$ cat src/rtl/fft_pkg.sv
// Shared FFT definitions: default sizes, bank mapping, bit reversal
// and the read-out FSM state type.
package fft_pkg;

  localparam int FFT_N_LOG2 = 6;
  localparam int FFT_DATA_W = 32;

  typedef enum logic [1:0] {
    IDLE,
    READ,
    DRAIN
  } fsm_state_e;

  // Bank holding logical address a: parity of all its bits.
  function automatic logic bank_of(
    input logic [FFT_N_LOG2-1:0] a
  );
    return ^a;
  endfunction

  function automatic logic [FFT_N_LOG2-1:0] bitrev(
    input logic [FFT_N_LOG2-1:0] a
  );
    logic [FFT_N_LOG2-1:0] r;
    for (int i = 0; i < FFT_N_LOG2; i++) begin
      r[i] = a[FFT_N_LOG2-1-i];
    end
    return r;
  endfunction

endpackage

$ cat src/rtl/fft_output_unloader_if.sv
// Bank read ports plus the output valid/ready stream.
// master: unloader side; slave: SRAM banks + consumer side.
interface fft_output_unloader_if #(
  parameter int N_LOG2 = fft_pkg::FFT_N_LOG2,
  parameter int DATA_W = fft_pkg::FFT_DATA_W
);

  logic              re_b0;
  logic              re_b1;
  logic [N_LOG2-2:0] raddr_b0;
  logic [N_LOG2-2:0] raddr_b1;
  logic [DATA_W-1:0] rdata_b0;
  logic [DATA_W-1:0] rdata_b1;
  logic              out_valid;
  logic              out_ready;
  logic [DATA_W-1:0] out_data;
  logic [N_LOG2-1:0] out_index;
  logic              out_last;

  modport master (
    output re_b0, re_b1, raddr_b0, raddr_b1,
    input  rdata_b0, rdata_b1,
    output out_valid, out_data, out_index,
    output out_last,
    input  out_ready
  );

  modport slave (
    input  re_b0, re_b1, raddr_b0, raddr_b1,
    output rdata_b0, rdata_b1,
    input  out_valid, out_data, out_index,
    input  out_last,
    output out_ready
  );

endinterface

$ cat src/rtl/fft_out_fifo.sv
// Small synchronous FIFO for returning bank data.
// Ports: clk, rst, clr, push/wdata, pop/rdata, full, empty, count.
module fft_out_fifo #(
  parameter int DEPTH = 3,
  parameter int W     = 38
) (
  input  logic                         clk,
  input  logic                         rst,
  input  logic                         clr,
  input  logic                         push,
  input  logic [W-1:0]                 wdata,
  input  logic                         pop,
  output logic [W-1:0]                 rdata,
  output logic                         full,
  output logic                         empty,
  output logic [$clog2(DEPTH+1)-1:0]   count
);

  localparam int PW = (DEPTH > 1) ? $clog2(DEPTH) : 1;
  localparam int CW = $clog2(DEPTH + 1);

  logic [W-1:0]  mem_q [DEPTH];
  logic [PW-1:0] wr_q, rd_q;
  logic [CW-1:0] cnt_q;
  logic          do_push, do_pop;

  function automatic logic [PW-1:0] inc(
    input logic [PW-1:0] p
  );
    return (p == PW'(DEPTH - 1)) ? '0 : p + 1'b1;
  endfunction

  assign full    = (cnt_q == CW'(DEPTH));
  assign empty   = (cnt_q == '0);
  assign count   = cnt_q;
  assign do_push = push && !full;
  assign do_pop  = pop && !empty;
  // Empty head reads as zero so idle outputs stay clean.
  assign rdata   = empty ? '0 : mem_q[rd_q];

  always_ff @(posedge clk or posedge rst) begin
    if (rst) begin
      wr_q  <= '0;
      rd_q  <= '0;
      cnt_q <= '0;
    end else if (clr) begin
      wr_q  <= '0;
      rd_q  <= '0;
      cnt_q <= '0;
    end else begin
      if (do_push) wr_q <= inc(wr_q);
      if (do_pop)  rd_q <= inc(rd_q);
      cnt_q <= cnt_q + CW'(do_push) - CW'(do_pop);
    end
  end

  always_ff @(posedge clk) begin
    if (do_push) mem_q[wr_q] <= wdata;
  end

endmodule

$ cat src/rtl/fft_output_unloader.sv
// Streams the 64-point FFT result out of the two SRAM banks.
// Ports: clk, rst, start, busy, done, bus (bank reads + output stream).
// FFT_UNLOAD_BITREV_EN: emit bins in natural order (a = bitrev(k)).
module fft_output_unloader
  import fft_pkg::*;
#(
  parameter int N_LOG2 = FFT_N_LOG2,
  parameter int DATA_W = FFT_DATA_W,
  parameter int RD_LAT = 1
) (
  input  logic                  clk,
  input  logic                  rst,
  input  logic                  start,
  output logic                  busy,
  output logic                  done,
  fft_output_unloader_if.master bus
);

  localparam int N     = 1 << N_LOG2;
  localparam int DEPTH = RD_LAT + 2;
  localparam int CW    = $clog2(DEPTH + 1);
  localparam int FW    = N_LOG2 + DATA_W;

  fsm_state_e state_q, state_d;
  logic [N_LOG2:0] k_rd_q, k_rd_d;
  logic [N_LOG2:0] k_out_q, k_out_d;
  logic            done_q, done_d;

  // Read pipe: valid, bank and bin index travel with each read.
  logic [RD_LAT-1:0]             pv_q, pb_q;
  logic [RD_LAT-1:0][N_LOG2-1:0] pi_q;

  logic [N_LOG2-1:0] addr;
  logic              bank, issue, pop, clr;
  logic              full, empty;
  logic [CW-1:0]     occ, infl;
  logic [FW-1:0]     wdata, head;

  always_comb begin
`ifdef FFT_UNLOAD_BITREV_EN
    addr = bitrev(k_rd_q[N_LOG2-1:0]);
`else
    addr = k_rd_q[N_LOG2-1:0];
`endif
  end

  always_comb begin
    infl = '0;
    for (int i = 0; i < RD_LAT; i++) begin
      infl = infl + CW'(pv_q[i]);
    end
  end

  // Credit: in-flight reads plus buffered data never exceed the FIFO.
  assign bank  = bank_of(addr);
  assign issue = (state_q == READ) && !full &&
                 ((int'(infl) + int'(occ)) < DEPTH);

  assign bus.re_b0    = issue && !bank;
  assign bus.re_b1    = issue && bank;
  assign bus.raddr_b0 = bus.re_b0 ? addr[N_LOG2-1:1] : '0;
  assign bus.raddr_b1 = bus.re_b1 ? addr[N_LOG2-1:1] : '0;

  assign wdata = {pi_q[RD_LAT-1],
                  pb_q[RD_LAT-1] ? bus.rdata_b1 : bus.rdata_b0};

  fft_out_fifo #(
    .DEPTH (DEPTH),
    .W     (FW)
  ) u_fifo (
    .clk   (clk),
    .rst   (rst),
    .clr   (clr),
    .push  (pv_q[RD_LAT-1]),
    .wdata (wdata),
    .pop   (pop),
    .rdata (head),
    .full  (full),
    .empty (empty),
    .count (occ)
  );

  assign bus.out_valid = !empty;
  assign bus.out_data  = head[DATA_W-1:0];
  assign bus.out_index = head[FW-1:DATA_W];
  assign bus.out_last  = !empty &&
                         (head[FW-1:DATA_W] == N_LOG2'(N - 1));
  assign pop  = bus.out_valid && bus.out_ready;
  assign busy = (state_q != IDLE);
  assign done = done_q;

  always_comb begin
    state_d = state_q;
    k_rd_d  = k_rd_q;
    k_out_d = pop ? k_out_q + 1'b1 : k_out_q;
    done_d  = 1'b0;
    clr     = 1'b0;
    unique case (state_q)
      IDLE: begin
        if (start) begin
          state_d = READ;
          k_rd_d  = '0;
          k_out_d = '0;
          clr     = 1'b1;
        end
      end
      READ: begin
        if (issue) begin
          k_rd_d = k_rd_q + 1'b1;
          if (k_rd_q == (N_LOG2+1)'(N - 1)) state_d = DRAIN;
        end
      end
      DRAIN: begin
        if (pop && k_out_q == (N_LOG2+1)'(N - 1)) begin
          state_d = IDLE;
          done_d  = 1'b1;
        end
      end
      default: state_d = IDLE;
    endcase
  end

  always_ff @(posedge clk or posedge rst) begin
    if (rst) begin
      state_q <= IDLE;
      k_rd_q  <= '0;
      k_out_q <= '0;
      done_q  <= 1'b0;
      pv_q    <= '0;
      pb_q    <= '0;
      pi_q    <= '0;
    end else begin
      state_q <= state_d;
      k_rd_q  <= k_rd_d;
      k_out_q <= k_out_d;
      done_q  <= done_d;
      pv_q[0] <= issue;
      pb_q[0] <= bank;
      pi_q[0] <= k_rd_q[N_LOG2-1:0];
      for (int i = 1; i < RD_LAT; i++) begin
        pv_q[i] <= pv_q[i-1];
        pb_q[i] <= pb_q[i-1];
        pi_q[i] <= pi_q[i-1];
      end
    end
  end

endmodule

$ cat src/flat_wrapper.sv
// flat-port wrapper written by rule: the top's interface ports become plain ports
module fft_output_unloader_flat import fft_pkg::*;
#(
  parameter int N_LOG2 = FFT_N_LOG2,
  parameter int DATA_W = FFT_DATA_W,
  parameter int RD_LAT = 1
)
  (clk, rst, start, busy, done, bus_re_b0, bus_re_b1, bus_raddr_b0, bus_raddr_b1, bus_rdata_b0, bus_rdata_b1, bus_out_valid, bus_out_data, bus_out_index, bus_out_last, bus_out_ready);
  fft_output_unloader_if #(.N_LOG2(N_LOG2), .DATA_W(DATA_W)) bus_i ();
  input  logic clk;
  input  logic rst;
  input  logic start;
  output logic busy;
  output logic done;
  output wire logic [$bits(bus_i.re_b0)-1:0] bus_re_b0;
  output wire logic [$bits(bus_i.re_b1)-1:0] bus_re_b1;
  output wire logic [$bits(bus_i.raddr_b0)-1:0] bus_raddr_b0;
  output wire logic [$bits(bus_i.raddr_b1)-1:0] bus_raddr_b1;
  input wire logic [$bits(bus_i.rdata_b0)-1:0] bus_rdata_b0;
  input wire logic [$bits(bus_i.rdata_b1)-1:0] bus_rdata_b1;
  output wire logic [$bits(bus_i.out_valid)-1:0] bus_out_valid;
  output wire logic [$bits(bus_i.out_data)-1:0] bus_out_data;
  output wire logic [$bits(bus_i.out_index)-1:0] bus_out_index;
  output wire logic [$bits(bus_i.out_last)-1:0] bus_out_last;
  input wire logic [$bits(bus_i.out_ready)-1:0] bus_out_ready;
  assign bus_re_b0 = bus_i.re_b0;
  assign bus_re_b1 = bus_i.re_b1;
  assign bus_raddr_b0 = bus_i.raddr_b0;
  assign bus_raddr_b1 = bus_i.raddr_b1;
  assign bus_i.rdata_b0 = bus_rdata_b0;
  assign bus_i.rdata_b1 = bus_rdata_b1;
  assign bus_out_valid = bus_i.out_valid;
  assign bus_out_data = bus_i.out_data;
  assign bus_out_index = bus_i.out_index;
  assign bus_out_last = bus_i.out_last;
  assign bus_i.out_ready = bus_out_ready;
  fft_output_unloader #(.N_LOG2(N_LOG2), .DATA_W(DATA_W), .RD_LAT(RD_LAT)) u_core (.clk(clk), .rst(rst), .start(start), .busy(busy), .done(done), .bus(bus_i));
endmodule
$ cat config.mk
export PLATFORM = sky130hd
export DESIGN_NAME = fft_output_unloader_flat
export DESIGN_NICKNAME = d
export VERILOG_FILES = /design/src/rtl/fft_pkg.sv /design/src/rtl/fft_output_unloader_if.sv /design/src/rtl/fft_out_fifo.sv /design/src/rtl/fft_output_unloader.sv /design/src/flat_wrapper.sv
export SDC_FILE = /design/constraint.sdc
export NUM_CORES = 1
export LEC_CHECK = 0
export CORE_MARGIN = 2
export CORE_UTILIZATION = 49
export DETAILED_ROUTE_END_ITERATION = 7
export GPL_TIMING_DRIVEN = 0
export HOLD_SLACK_MARGIN = 0.1
export MAX_ROUTING_LAYER = met4
export PLACE_DENSITY = 0.76
export SLEW_MARGIN = 40
export SYNTH_ARGS = -nofsm -noshare
export SYNTH_HDL_FRONTEND = slang
export SYNTH_HIERARCHICAL = 1
export SYNTH_SLANG_ARGS = --single-unit
$ cat constraint.sdc
create_clock -name clk -period 4.6 [get_ports clk]
set_input_delay 0.92 -clock clk [delete_from_list [all_inputs] [get_ports clk]]
set_output_delay 0.92 -clock clk [all_outputs]
set_load 0.01 [all_outputs]
* Word-level counts from Yosys, hierarchy flattened
Memory sizes are Yosys's and may differ from the RTL's.
Index checks and enable logic that the tools add are counted.
** Word-level totals
- Output and inout bits :: 54
- Register bits :: 31
- Memories :: 1
- Bits in writable memories :: 114
** Memories
- u_core.u_fifo.mem_q :: words 3, width 38, read ports 1, clocked after Yosys merged registers in 0, wr ports 1, line fft_out_fifo.sv:22 : logic [W-1:0] mem_q [DEPTH];
** Cells by class
- Add/sub/neg operators :: 7
- Eq/ne operators :: 12
- Mux-type cells :: 28
- Reductions and logical operators :: 21
- $lt $le $gt $ge :: 1
** Operators by type and width (count)
- $mux 38 :: 1
- $mux 7 :: 5
- $lt 32x3->1 const B :: 1
- $mux 32 :: 1
- $mux 2 :: 11
- $add 7x1->7 const B :: 2
- $eq 7x6->1 const B :: 2
- $pmux 7 s2 :: 1
- $mux 5 :: 2
- $logic_and 1x1->1 :: 9
- $eq 2x2->1 const B :: 4
- $reduce_bool 2->1 :: 4
- $eq 6x6->1 const B :: 1
- $mux 1 :: 6
- $pmux 2 s3 :: 1
- $reduce_xor 6->1 :: 1
- $add 2x1->2 const B :: 2
- $logic_not 2->1 :: 2
- $ne 2x1->1 const B :: 2
- $ne 2x2->1 const B :: 2
- $reduce_and 4->1 :: 1
- $add 1x2->3 :: 1
- $logic_not 1->1 :: 3
- $reduce_and 3->1 :: 1
- 3 further kinds :: 3

* Depth between registers and ports, before layout
- Depth in word-level cells :: 6
- Gate-level depth with buffers :: 9
- Mapped depth without buffers :: 8

* By module
The synthesis kept the hierarchy.
** Modules (own cells, without submodules)
- fft_out_fifo :: seq. area each 3573.4 µm², area each 4817.1 µm², instances 1, cells each 320
- fft_output_unloader :: seq. area each 625.6 µm², area each 1629.1 µm², instances 1, cells each 155

* Worst setup path after synthesis
OpenSTA, ideal clock, no wires.
- Path type :: flip-flop to flip-flop
- Start :: reg u_core.u_fifo.cnt_q[0], in the netlist u_core/u_fifo/count[0]
- End :: mem u_core.u_fifo.mem_q[2][0], enable pin
- Cell stages (with the launch flop) :: 3
- Data arrival time :: 3.543 ns
- Path slack :: 0.568 ns
- Data required time :: 4.111 ns
- Path buffers :: 0
- Path through :: dfrtp_1 > a21bo_4 > nor3b_1
** Between the ends
- Longest elaborated chain between the ends :: 5
** RTL lines
- start, declared :: line fft_out_fifo.sv:24 : logic [CW-1:0] cnt_q;
- start signal, assigned :: line fft_out_fifo.sv:53 : cnt_q <= cnt_q + CW'(do_push) - CW'(do_pop);
- $eq 2x2->1 :: line fft_out_fifo.sv:33 : assign full = (cnt_q == CW'(DEPTH));
- $logic_not 1->1 :: line fft_out_fifo.sv:36 : assign do_push = push && !full;
- $logic_and 1x1->1 :: line fft_out_fifo.sv:36
- $mux 1 :: line fft_out_fifo.sv:58 : if (do_push) mem_q[wr_q] <= wdata;
- $mux 1 (implied by the code) :: line fft_out_fifo.sv:58
- end, declared :: line fft_out_fifo.sv:22
Every way passes these cells.

* Worst setup path in the final report
- Start :: reg u_core.u_fifo.cnt_q[0], in the netlist u_core/u_fifo/count[0]
- End :: out bus_raddr_b1[3]
** Between the ends
- Longest elaborated chain between the ends :: 6
- Elaborated cells between the ends (all ways) :: 8
- Classes of those cells :: add/sub: 1; order compare: 1; eq/ne: 1; mux: 1; reduce/logical: 4
** RTL lines
- branches (longest 3 deep; another with $lt 32x3->1)
- $logic_and 1x1->1 * :: line fft_output_unloader.sv:56 : assign issue = (state_q == READ) && !full &&
- $logic_and 1x1->1 * :: line fft_output_unloader.sv:60 : assign bus.re_b1 = issue && bank;
- $mux 5 * :: line fft_output_unloader.sv:62 : assign bus.raddr_b1 = bus.re_b1 ? addr[N_LOG2-1:1] : '0;
- end, declared :: line flat_wrapper.sv:18 : output wire logic [$bits(bus_i.raddr_b1)-1:0] bus_raddr_b1;
Every way passes the cells marked *.

==> flow_summary.json <==
{
  "regToRegEndpoint": "u_core/u_fifo/count[1]",
  "synthFlopType": "edfxtp_1",
  "gp_congestion": 0.802,
  "ios": 122,
  "grt_pass1_wl_um": 22400,
  "drtPass1Iterations": 4,
  "synth-xor-area-share": 0.00776,
  "min_period_ns": 4.00,
  "worstPathMaxFanout": 8,
  "yosys.area_share.simple": 0.112,
  "startpoint_type": "flop",
  "drive_gt1_frac": 0.163,
  "row_count": 41,
  "grt_pass1_vias": 4499,
  "fin_tns_setup_ns": 0,
  "final_util": 0.676,
  "die_h_um": 119,
  "io_buffers": 121,
  "final_antenna_net_count": 0,
  "antennaDiodeCount": 0,
  "drv_slew": 0,
  "hpwl_um": 9720,
  "cts.root.buffer_cell": "clkbuf_16",
  "fin_hold_ws_ns": 0.472,
  "hold_path_depth": 0,
  "clkTransAtPathRegs_ns": 0.06,
  "wl_um": 13800,
  "antenna_found_initial": 0,
  "finalClockSkew_ns": 0.00630,
  "min_to": "u_core/u_fifo/mem_q[2][33]",
  "drv_cap": 0,
  "synth_top_family_by_area": "multiplexers",
  "synth_top_cell_by_area": "edfxtp_1",
  "synthTopCellsByCount": "edfxtp_1 (114), nor2_1 (84), a21oi_1 (50)",
  "r2r_slack_ns": 2.22,
  "fmax_mhz": 250,
  "yosysMostFrequentCell": "edfxtp_1",
  "coreArea_um2": 12700,
  "fin_crit_sh": 0.869,
  "hold_class": "reg2reg",
  "multi_input_area_um2": 2000,
  "final-seq-area_um2": 4200,
  "final.fill_count": 960,
  "die-area_um2": 14100,
  "clock_latency_ns": 0.41,
  "post_cts_resized": 0,
  "cts_buffers": 17,
  "synth_compound_area_frac": 0.0565,
  "area_delta_synth_final_pct": 33.3,
  "synth_nets": 550,
  "crit_path_end_kind": "output pin",
  "arrival_ns": 3.08,
  "detail_route.vias_per_cell": 5.30,
  "grt-ovfl-total": 0,
  "finalHoldViolations": 0,
  "syn_area_per_cell_um2": 13.6,
  "postSynthCellCount": 475,
  "rsz0062_at_grt": "no",
  "power_density_nw_per_um2": 729,
  "postCtsHoldBufs": 0,
  "synth_edf_count": 114,
  "crit_start": "u_core/u_fifo/count[0]",
  "synth-seq-area-share": 0.651,
  "cts_buffer_depth": 2,
  "crit_type": "reg2out",
  "synth_cell_types": 48,
  "worstHoldStart": "u_core/pi_q[1]",
  "rr_worst_depth": 9,
  "ir_drop_mv": 0.455,
  "tritoncts": "yes",
  "ys_top_cells_by_area": "edfxtp_1 (53%), dfrtp_1 (12%), mux2i_1 (6.4%)",
  "die_w_um": 119,
  "cts_sinks": 145,
  "cts_setup_buffers": 0,
  "p_leak_nw": 3.25,
  "run_status": "finished clean",
  "reg2reg_from": "u_core/u_fifo/count[0]",
  "final_nets": 700,
  "synth_top_area_frac": 0.531,
  "drtIter0Drc": 305,
  "initial_core_util": 0.507,
  "drc_errors": 0,
  "yosys_warnings": 6,
  "synth_seq_cells": 145,
  "avgRoutedWirePerCell_um": 17.1,
  "setup_violations": 0,
  "synth_fa_ha_area_frac": 0.0136,
  "synth_async_sr_flop_share": 0.214,
  "worstMarginPinSlew_ns": 0.768,
  "muxShareOfSynthArea": 0.120,
  "synthesis.area_um2": 6450,
  "grt_usage": 0.211,
  "relSlewSlack": 0.488,
  "htree_levels": 4,
  "vias": 4289,
  "grt_start_max_net_pins": 39,
  "required_ns": 3.68
}
[flip-flops by register name (all words and copies together), names as in the netlist]
signal / cells
u_core/u_fifo/mem_q: 114
u_core/k_out_q: 7
u_core/k_rd_q: 7
u_core/pi_q: 6
u_core/state_q: 2
u_core/u_fifo/count: 2
u_core/u_fifo/rd_q: 2
u_core/u_fifo/wr_q: 2
u_core/done: 1
u_core/pb_q: 1
u_core/pv_q: 1
[layout make-up]
| cell class | count | share of cell area |
|---|---|---|
| clock buffer | 21 | 0.0536 |
| tap | 172 | 0.0250 |
| clock inverter | 11 | 0.0188 |
| inverter | 10 | 0.00466 |
| multi-input combinational | 295 | 0.232 |
| sequential | 145 | 0.489 |
| timing repair buffer | 131 | 0.152 |
| buffer | 25 | 0.0253 |
[report_power, final]
group          switching (mW)  internal (mW)
combinational            1.39           1.33
clock                   0.497          0.932
sequential              0.171           1.94
total                    2.06           4.20
[critical path, cell delays in order (launching register included)]
cell and delay [ns]:
dfrtp_1 0.47, ha_1 0.23, ha_1 0.19, or4b_4 0.55, nor3b_1 0.47, and2_1 0.21
clkdlybuf4s50_1 0.53
[how the worst max path moves through the flow]
stage / end / slack (ns) / cells past startpoint
4_1_cts: bus_raddr_b1[3] / 0.55 / 6
6_report: bus_raddr_b1[3] / 0.60 / 6
3_3_place_gp: u_core/u_fifo/mem_q[2][25] / -1.36 / 2
5_1_grt: bus_raddr_b1[2] / 0.41 / 6
3_5_place_dp: bus_raddr_b1[3] / 1.02 / 6
2_1_floorplan: u_core/u_fifo/mem_q[2][0] / 0.57 / 2
[logic make-up after synthesis]
group | after synthesis
and+or+nand+nor | 146
DFF | 145
muxes | 73
AOI/OAI and AO/OA | 65
buffers and inverters | 35
adders and majority gates | 7
xor gates and xnor gates | 4
[layout by cell type (no fill, tap or decap), drive strengths merged, types with 3 or more instances in the layout]
cell	count
or3	4
mux2	32
clkinv	6
buf	31
edfxtp	114
o21ai	7
clkdlybuf4s50	121
nand2b	4
dfrtp	31
nand3	3
bufinv	4
and2	11
nor3	8
ha	7
mux2i	41
nor2	85
a21oi	50
nand2	13
inv	10
clkbuf	25
or4	3
[through the flow]
stage	instances	power, mW	instance area [µm²]	setup WS [ns]
6_report	810	6.26	8590	0.604
5_1_grt	810	6.64	8590	0.409
4_1_cts	810	6.31	8590	0.554
3_5_place_dp	778	4.88	7970	1.02
3_3_place_gp	768	4.71	7870	-1.36
2_1_floorplan	475	3.70	6450	0.568
[per-layer routing]
layer  GRT usage  wire length (µm)  vias to the layer above
li1            -                 -                     2027
met4      0.0662               206                        0
met3      0.0512               741                       18
met2       0.366              7250                      128
met5           -                 0                        -
met1       0.240              5650                     2116
No activity file was read; power rests on OpenSTA's default activity.
